--- src/rtl/game_pkg.sv ---
// Shared screen, sprite and bullet geometry for the game pipeline, plus the
// helpers that place a new bullet relative to the player sprite.
package game_pkg;

  localparam int unsigned SCREEN_W = 640;
  localparam int unsigned SCREEN_H = 480;
  localparam int unsigned SPRITE_W = 32;
  localparam int unsigned SPRITE_H = 32;
  localparam int unsigned BULLET_W = 4;
  localparam int unsigned BULLET_H = 8;
  localparam int unsigned COORD_W  = 10;

  // Centred on the sprite; computed one bit wider so a sprite near the right
  // edge clamps instead of wrapping.
  function automatic logic [COORD_W-1:0] spawn_x(input logic [COORD_W-1:0] px);
    logic [COORD_W:0] sx;
    sx = {1'b0, px} + (COORD_W+1)'(SPRITE_W / 2 - BULLET_W / 2);
    if (sx > (COORD_W+1)'(SCREEN_W - BULLET_W)) begin
      sx = (COORD_W+1)'(SCREEN_W - BULLET_W);
    end
    return sx[COORD_W-1:0];
  endfunction

  function automatic logic [COORD_W-1:0] spawn_y(input logic [COORD_W-1:0] py);
    return (py < COORD_W'(BULLET_H)) ? '0 : py - COORD_W'(BULLET_H);
  endfunction

endpackage

--- src/rtl/move_tick_gen.sv ---
// Free-running movement tick: one-cycle pulse every TICK_PERIOD clocks,
// shared by the bullet pool and the player sprite controller.
module move_tick_gen #(
  parameter int unsigned TICK_PERIOD = 131072
) (
  input  logic clk25,
  input  logic rst,
  output logic tick
);

  localparam int unsigned CNT_W = (TICK_PERIOD > 1) ? $clog2(TICK_PERIOD) : 1;

  logic [CNT_W-1:0] cnt_q, cnt_d;

  assign tick = (cnt_q == CNT_W'(TICK_PERIOD - 1));

  always_comb begin
    cnt_d = tick ? '0 : cnt_q + CNT_W'(1);
  end

  always_ff @(posedge clk25) begin
    if (rst) begin
      cnt_q <= '0;
    end else begin
      cnt_q <= cnt_d;
    end
  end

endmodule

--- src/rtl/bullet_pool_controller.sv ---
// Player bullet pool: spawns on fire, moves up each tick, retires on top exit
// or hit. Define BULLET_AUTOFIRE_EN for level-sensitive (held) fire.
module bullet_pool_controller
  import game_pkg::*;
#(
  parameter int unsigned NUM_BULLETS    = 4,
  parameter int unsigned TICK_PERIOD    = 131072,
  parameter int unsigned BULLET_SPEED   = 4,
  parameter int unsigned COOLDOWN_TICKS = 16
) (
  input  logic                             clk25,
  input  logic                             rst,
  input  logic                             btn_fire,
  input  logic [COORD_W-1:0]               player_x,
  input  logic [COORD_W-1:0]               player_y,
  input  logic                             hit_valid,
  input  logic [$clog2(NUM_BULLETS)-1:0]   hit_idx,
  output logic [NUM_BULLETS-1:0]           bullet_active,
  output logic [NUM_BULLETS*COORD_W-1:0]   bullet_x,
  output logic [NUM_BULLETS*COORD_W-1:0]   bullet_y,
  output logic                             fire_pulse
);

  localparam int unsigned IDX_W = $clog2(NUM_BULLETS);
  localparam int unsigned CD_W  = (COOLDOWN_TICKS > 0) ? $clog2(COOLDOWN_TICKS + 1) : 1;

  logic                           tick;
  logic                           fire_req;
  logic                           pending_q, pending_d;
  logic [CD_W-1:0]                cooldown_q, cooldown_d;
  logic [NUM_BULLETS-1:0]         active_q, active_d;
  logic [NUM_BULLETS*COORD_W-1:0] x_q, x_d, y_q, y_d;
  logic                           fire_q, fire_d;
  logic                           free_found;
  logic [IDX_W-1:0]               free_idx;
  logic                           spawn;
  logic [31:0]                    hit_sel;

  move_tick_gen #(.TICK_PERIOD(TICK_PERIOD)) u_tick (
    .clk25(clk25),
    .rst  (rst),
    .tick (tick)
  );

`ifdef BULLET_AUTOFIRE_EN
  assign fire_req = btn_fire;
`else
  logic btn_q;

  always_ff @(posedge clk25) begin
    if (rst) begin
      btn_q <= 1'b0;
    end else begin
      btn_q <= btn_fire;
    end
  end

  assign fire_req = btn_fire & ~btn_q;
`endif

  always_comb begin
    free_found = 1'b0;
    free_idx   = '0;
    for (int unsigned i = 0; i < NUM_BULLETS; i++) begin
      if (!free_found && !active_q[i]) begin
        free_found = 1'b1;
        free_idx   = IDX_W'(i);
      end
    end
  end

  assign spawn   = tick && pending_q && (cooldown_q == '0) && free_found;
  assign hit_sel = 32'(hit_idx);

  // Priority per slot: hit beats movement; spawn (only into a pre-tick free
  // slot) overrides last, so a hit on an already-inactive slot cannot block it.
  always_comb begin
    active_d = active_q;
    x_d      = x_q;
    y_d      = y_q;
    for (int unsigned i = 0; i < NUM_BULLETS; i++) begin
      if (hit_valid && hit_sel == i) begin
        active_d[i] = 1'b0;
      end else if (tick && active_q[i]) begin
        if (y_q[i*COORD_W +: COORD_W] < COORD_W'(BULLET_SPEED)) begin
          active_d[i] = 1'b0;
        end else begin
          y_d[i*COORD_W +: COORD_W] = y_q[i*COORD_W +: COORD_W] - COORD_W'(BULLET_SPEED);
        end
      end
      if (spawn && free_idx == IDX_W'(i)) begin
        active_d[i]               = 1'b1;
        x_d[i*COORD_W +: COORD_W] = spawn_x(player_x);
        y_d[i*COORD_W +: COORD_W] = spawn_y(player_y);
      end
    end
  end

  always_comb begin
    cooldown_d = cooldown_q;
    if (tick && cooldown_q != '0) begin
      cooldown_d = cooldown_q - CD_W'(1);
    end
    if (spawn) begin
      cooldown_d = CD_W'(COOLDOWN_TICKS);
    end
    pending_d = (pending_q & ~spawn) | fire_req;
    fire_d    = spawn;
  end

  always_ff @(posedge clk25) begin
    if (rst) begin
      pending_q  <= 1'b0;
      cooldown_q <= '0;
      active_q   <= '0;
      x_q        <= '0;
      y_q        <= '0;
      fire_q     <= 1'b0;
    end else begin
      pending_q  <= pending_d;
      cooldown_q <= cooldown_d;
      active_q   <= active_d;
      x_q        <= x_d;
      y_q        <= y_d;
      fire_q     <= fire_d;
    end
  end

  assign bullet_active = active_q;
  assign bullet_x      = x_q;
  assign bullet_y      = y_q;
  assign fire_pulse    = fire_q;

endmodule
--- config.mk ---
export PLATFORM = sky130hd
export DESIGN_NAME = bullet_pool_controller
export DESIGN_NICKNAME = d
export VERILOG_FILES = /design/src/rtl/game_pkg.sv /design/src/rtl/move_tick_gen.sv /design/src/rtl/bullet_pool_controller.sv
export SDC_FILE = /design/constraint.sdc
export NUM_CORES = 1
export LEC_CHECK = 0
export CORE_MARGIN = 3
export CORE_UTILIZATION = 49
export CTS_BUF_LIST = sky130_fd_sc_hd__clkbuf_8
export CTS_CLUSTER_DIAMETER = 80
export CTS_CLUSTER_SIZE = 20
export DETAILED_ROUTE_END_ITERATION = 12
export GPL_TIMING_DRIVEN = 0
export HOLD_SLACK_MARGIN = 0.1
export PLACE_DENSITY = 0.77
export RECOVER_POWER = 100
export SETUP_SLACK_MARGIN = 0.05
export SLEW_MARGIN = 5
export SYNTH_ARGS = -nofsm -noshare
export SYNTH_HDL_FRONTEND = slang
export SYNTH_SLANG_ARGS = --single-unit
--- constraint.sdc ---
create_clock -name clk25 -period 3.11 [get_ports clk25]
set_input_delay 0.622 -clock clk25 [delete_from_list [all_inputs] [get_ports clk25]]
set_output_delay 0.622 -clock clk25 [all_outputs]
set_load 0.05 [all_outputs]
==> run metrics <==
synthesized cell area=0.00538 mm²; IO Port Bufs=109; Worst-Skew Late Latency=0.37 ns; slowest cell on the critical path=or4_1; CP Launch Type=flip-flop; clk_skew=0.00938 ns; Placeable Area=0.0105 mm²; P&R area growth vs syn=26.9%; CTS tree=yes; top post-synthesis cells by area=dfxtp_1 41%, nor2_1 7.9%, a21oi_1 3.3%; Critical Path Sink Type=flip-flop; P per Cell Area=367 mW/mm²; GPL Wtd Cong=0.908; CP Depth=9; YS warnings=0; final instance area=0.00683 mm²; Net count, final=782; Setup violations, final=0; clock transition at the registers of the reported paths=0.11 ns; DRT iter0 DRCs=302; Total Wirelength=15,400 µm; ant diodes=0; H-tree levels=3; vias in the first global route=4,872; GR Util All Layers=24.2%; cell mode on critical path=ha_1; die width=111 µm; Hold-fix buffers, CTS=0; fin util=65.0%; vias=5,191; Pre-antenna DRT Iters=5; kind of critical path=reg -> reg; Die Y=111 µm; Async SR Flop Fraction=0%; post-synthesis sequential area ratio=40.5%; r2r setup slk=0.28 ns; worst-margin pin slew=0.800 ns; peak supply drop=0.228 mV; WP data arrival=3.12 ns; Die ar.=0.0123 mm²; TritonCTS Sinks=109; Worst EP required=3.40 ns; main flop type after synthesis=dfxtp_1; initial antenna violation count=0; I/O pins=111; TritonCTS Buffers=9; DR WL/cell=17.4 µm; syn_nets=662; dpl hpwl=11,400 µm; crit-path max cell delay=0.54 ns; Rel. slew slack=45.9%; Slew Limit Fails=0; Post-synth EDFFs=0; post-synth cell types=70; RSZ-0062 raised after global routing=yes; Synth area leader=dfxtp_1; GRT overflow=0; Pleak=0.00263 µW; syn_area_per_cell=8.60 µm²; share of cells above drive strength 1=7.86%; Vias/cell=5.85; family with the most delay on the worst path=simple AND/OR/NAND/NOR gates; CP max FO=10; final period utilization=91.0%; CP bufs+invs=2; Std-Cell Rows=37; CTS root buf=clkbuf_8; register bit total from synthesis=109; status=completed; Hold Crit Depth=2; min Tclk post-route=2.83 ns; CP cell instances=ha_1, nand4_1, nor2_1, ha_1, nand2_1, or4_1, clkbuf_1, clkbuf_2, a211oi_1; share of the synthesized area in the top cell type=40.5%; placed instance area=0.00664 mm²; Post-synth top cells=113 x nor2_1, 109 x dfxtp_1, 36 x a21oi_1; Residual DRC=0; Mapped Cells=626; maximum root-to-sink buffer count=2; Antenna Nets Post-Route=0; maxcap violations=0; FMAX=353 MHz; Starting Density=51.2%; count leader, synth=nor2_1; Worst Hold Class=reg -> reg; worst r2r path cells=9; final hold vios=0; first-pass GRT wire length=24,500 µm; largest net degree at the start of global routing=20
==> power by group <==
part	total [µW]	switching [µW]	internal, µW
clock network	915	530	385
logic	183	116	67.0
registers	1410	4.96	1400
total	2500	650	1850
==> layout make-up <==
type / count / area (µm²)
multi-input cells: 458 / 2920
plain buffers: 32 / 154
well taps: 136 / 170
fillers: 901 / 3680
inverters: 27 / 101
clock inverters: 7 / 83.8
clock buffers: 9 / 124
flip-flops and latches: 109 / 2180
repair buffers: 109 / 1090
==> path summary, 6_finish.rpt <==
kind | startpoint | end
worst max register to register | u_tick.cnt_q[0]$_SDFF_PP0_ | bullet_y[34]$_SDFFE_PP0P_
worst max-delay path | u_tick.cnt_q[0]$_SDFF_PP0_ | bullet_y[34]$_SDFFE_PP0P_
worst min-delay path | btn_q$_SDFF_PP0_ | pending_q$_SDFF_PP0_
worst min register to register | btn_q$_SDFF_PP0_ | pending_q$_SDFF_PP0_
==> worst reg2reg max path, cell delays in order, from the launching register on <==
cell      delay, ns
dfxtp_1        0.41
ha_1           0.31
nand4_1        0.20
nor2_1         0.15
ha_1           0.20
nand2_1        0.22
or4_1          0.54
clkbuf_1       0.19
clkbuf_2       0.27
a211oi_1       0.26
==> metal layers <==
| layer | wire length [µm] | GRT usage (%) | part of all wire (%) |
|---|---|---|---|
| met2 | 7080 | 40.3 | 46 |
| met3 | 1170 | 5.19 | 7.6 |
| met1 | 6700 | 31.1 | 43 |
| met4 | 465 | 7.96 | 3.0 |
| met5 | 0 | 0 | 0 |
==> per-stage QoR <==
stage	TNS, ns	total power, µW	worst slack, ns	hold WS (ns)	cells
floorplan	0	1530	0.618	0.423	626
finish	0	2500	0.280	0.464	887
detailed placement	-3.90	1620	-0.233	0.453	871
global route	0	2580	0.0306	0.493	887
CTS	0	2500	0.119	0.468	887
global placement	-2.16	1610	-0.134	0.442	871
==> flip-flops by register name (all words and copies together), names as in the netlist <==
| signal | cells |
|---|---|
| cooldown_q | 5 |
| fire_pulse | 1 |
| pending_q | 1 |
| bullet_active | 4 |
| bullet_x | 40 |
| u_tick.cnt_q | 17 |
| btn_q | 1 |
| bullet_y | 40 |
==> placed cells by master (no fill, tap or decap), types with 5 or more instances in the layout <==
| cell | instances |
|---|---|
| nand2_1 | 35 |
| nor3_1 | 21 |
| dlygate4sd3_1 | 86 |
| clkbuf_2 | 5 |
| inv_1 | 27 |
| and3_1 | 5 |
| or3_1 | 11 |
| nand3_1 | 15 |
| mux2i_1 | 8 |
| nor2b_1 | 10 |
| nor2_1 | 112 |
| clkbuf_8 | 9 |
| xor2_1 | 17 |
| a311oi_1 | 18 |
| nand4_1 | 10 |
| clkdlybuf4s50_1 | 23 |
| clkbuf_1 | 19 |
| nand3b_1 | 10 |
| a21oi_1 | 36 |
| o21ai_0 | 8 |
| a32o_1 | 6 |
| ha_1 | 10 |
| dfxtp_1 | 109 |
| a211oi_1 | 20 |
| xnor2_1 | 15 |
==> logic make-up after synthesis <==
logic type | count (synthesis) | synth area share (%)
AND/OR/NAND/NOR | 274 | 26.3
AO/OA/AOI/OAI | 130 | 18.3
flip-flops | 109 | 40.5
buffers and inverters | 59 | 5.02
XOR/XNOR | 33 | 5.37
multiplexers | 11 | 2.12
adder cells (fa/ha/maj) | 10 | 2.33
==> repair_timing <==
| action | CTS | global route |
|---|---|---|
| setup endpoints to repair | 1 | 30 |
| setup buffers | 0 | 0 |
| gates resized for setup | 1 | 7 |
Power figures use the tool's default switching activity.
==> edit (same flow settings) <==
Add a define of `BULLET_AUTOFIRE_EN`.
--- a/src/rtl/bullet_pool_controller.sv
+++ b/src/rtl/bullet_pool_controller.sv
@@ -1,5 +1,7 @@
 // Player bullet pool: spawns on fire, moves up each tick, retires on top exit
 // or hit. Define BULLET_AUTOFIRE_EN for level-sensitive (held) fire.
+`define BULLET_AUTOFIRE_EN
+
 module bullet_pool_controller
   import game_pkg::*;
 #(
Behaviour: same outputs for any inputs over 10 cycles, from zero or initial values and one cycle with rst high; that may be too few to reach the edited logic, so the function may still have changed.
==> edit against the unedited design <==
Synthesized area increased by 0.93%. Via count up 3.9%. Fmax shrank 1.2%. Wire length increased by 5.3%. Global-route usage increased by 1.5 points. Power down 2.0%. Sequential cell count fell by 1. Worst setup slack lost 0.035 ns. Critical path depth stayed put. Final area is 0.15% higher. Non-clock buffer count up 4. Largest cell class unchanged. Largest power group unchanged. Highest routed layer unchanged.
==> edit: results (changes against the unedited design) <==
* Met2 WL post-DR at 7.58 mm (was 7.08 mm)
* Status: finished, final reports clean (unchanged)
* Post-synthesis net count at 681 (was 662)
* Total Routed Length at 16.2 mm (was 15.4 mm)
* Post-Place Worst Slack at -0.252 ns (was -0.233 ns)
* Share of layout cells above drive strength 1 at 0.0792 (was 0.0786)
* Cell area after layout at 6840 sq um (was 6830 sq um)
* Synth Area in Compound Gates at 0.187 (was 0.183)
* Lkg Pwr at 2.63 nW (about the same)
* GP Congestion at 0.882 (was 0.908)
* Ranking of synthesized cells by area: dfxtp_1, nor2_1, a21oi_1 (unchanged)
* Post-synth top cells: dfxtp_1, nor2_1, nand2_1, a21oi_1, nand3_1 (was nor2_1, dfxtp_1, a21oi_1, nand2_1, inv_1)
* IO Port Bufs at 106 (was 109)
* Sequential area share after synthesis at 0.398 (was 0.405)
* Detailed-route via count at 5392 (was 5191)
* Placed cell count at 887 (was 871)
* Adder-cell share of the synthesized area at 0.0230 (was 0.0233)
* Met2 usage at 0.419 (was 0.403)
* Clock skew at 0.0164 ns (was 0.00938 ns)
* Total internal power at 1.83 mW (was 1.85 mW)
* DP Wirelength at 12.2 mm (was 11.4 mm)
* Syn avg cell area at 8.42 sq um (was 8.60 sq um)
* Vias in the first global route at 5334 (was 4872)
* Initial DRC count at 444 (was 302)
* Post-synthesis mux area share at 0.0101 (was 0.0212)
* Placed instance area at 6660 sq um (was 6640 sq um)
* Worst VDD drop at 228 uV (about the same)
* First-pass GRT wire length at 26.3 mm (was 24.5 mm)
* Worst hold path depth at 1 (was 2)
* Critical path's largest stage delay at 0.56 ns (was 0.54 ns)
* Pre-antenna DRT Iters at 7 (was 5)
* DR WL met3 at 1.41 mm (was 1.17 mm)
* Largest net degree at the start of global routing at 19 (was 20)
* Worst path required time at 3.35 ns (was 3.40 ns)
* Finished Layout Cells at 906 (was 887)
* Worst-Margin Slew at 0.819 ns (was 0.800 ns)
* Xor/xnor cell area share of the yosys netlist at 0.0564 (was 0.0537)
* Fillers at 921 (was 901)
* Nets at 801 (was 782)
* Met3 GRT Util at 0.0584 (was 0.0519)
* DRT met1 WL at 6.74 mm (was 6.70 mm)
-- edit: changes by cell type after synthesis, moves of 5 or more --
cell | unedited run | this run
nand2_1 | 35 | 55
a311oi_1 | 18 | 4
nor2_1 | 113 | 100
nand3_1 | 15 | 27
a211oi_1 | 15 | 25
a31oi_1 | 3 | 13
nand3b_1 | 10 | 2
a21oi_1 | 36 | 43
mux2i_1 | 8 | 1
clkbuf_1 | 17 | 23
nand4_1 | 10 | 15
o211ai_1 | 2 | 7
o21bai_1 | 1 | 6
o31ai_1 | 0 | 5
-- edit: final timing paths --
path                   start              end  slack, ns
min reg2reg  u_tick.cnt_q[0]  u_tick.cnt_q[0]       0.45
max          u_tick.cnt_q[2]     bullet_x[24]       0.25
max reg2reg  u_tick.cnt_q[2]     bullet_x[24]       0.25
min          u_tick.cnt_q[0]  u_tick.cnt_q[0]       0.45
-- edit: critical path: cells and delay by family (launching register included) --
kind	cells	cell delay, ns
simple gates	6	1.74
compound gates	1	0.16
flops	1	0.41
fa+ha+maj	1	0.17
buf+inv	1	0.24
-- edit: power groups by stage --
stage,sequential [mW],clock (mW),combinational [mW]
after floorplan,1.42,0,0.0998
after global placement,1.42,0,0.179
after detailed placement,1.42,0,0.183
after CTS,1.39,0.873,0.184
after global routing,1.39,0.934,0.202
final,1.39,0.874,0.190
-- edit: layout make-up --
class	count	area share
repair buffers	111	0.160
flip-flops and latches	108	0.316
well taps	136	0.0249
clock inverters	7	0.0110
plain buffers	34	0.0280
clock buffers	9	0.0181
multi-input cells	475	0.427
inverters	26	0.0143
-- edit: timing repair --
item,in CTS,in global routing
pin swaps,1,0
endpoints found under the setup margin,83,77
gates resized for setup,3,4
buffers inserted,3,2
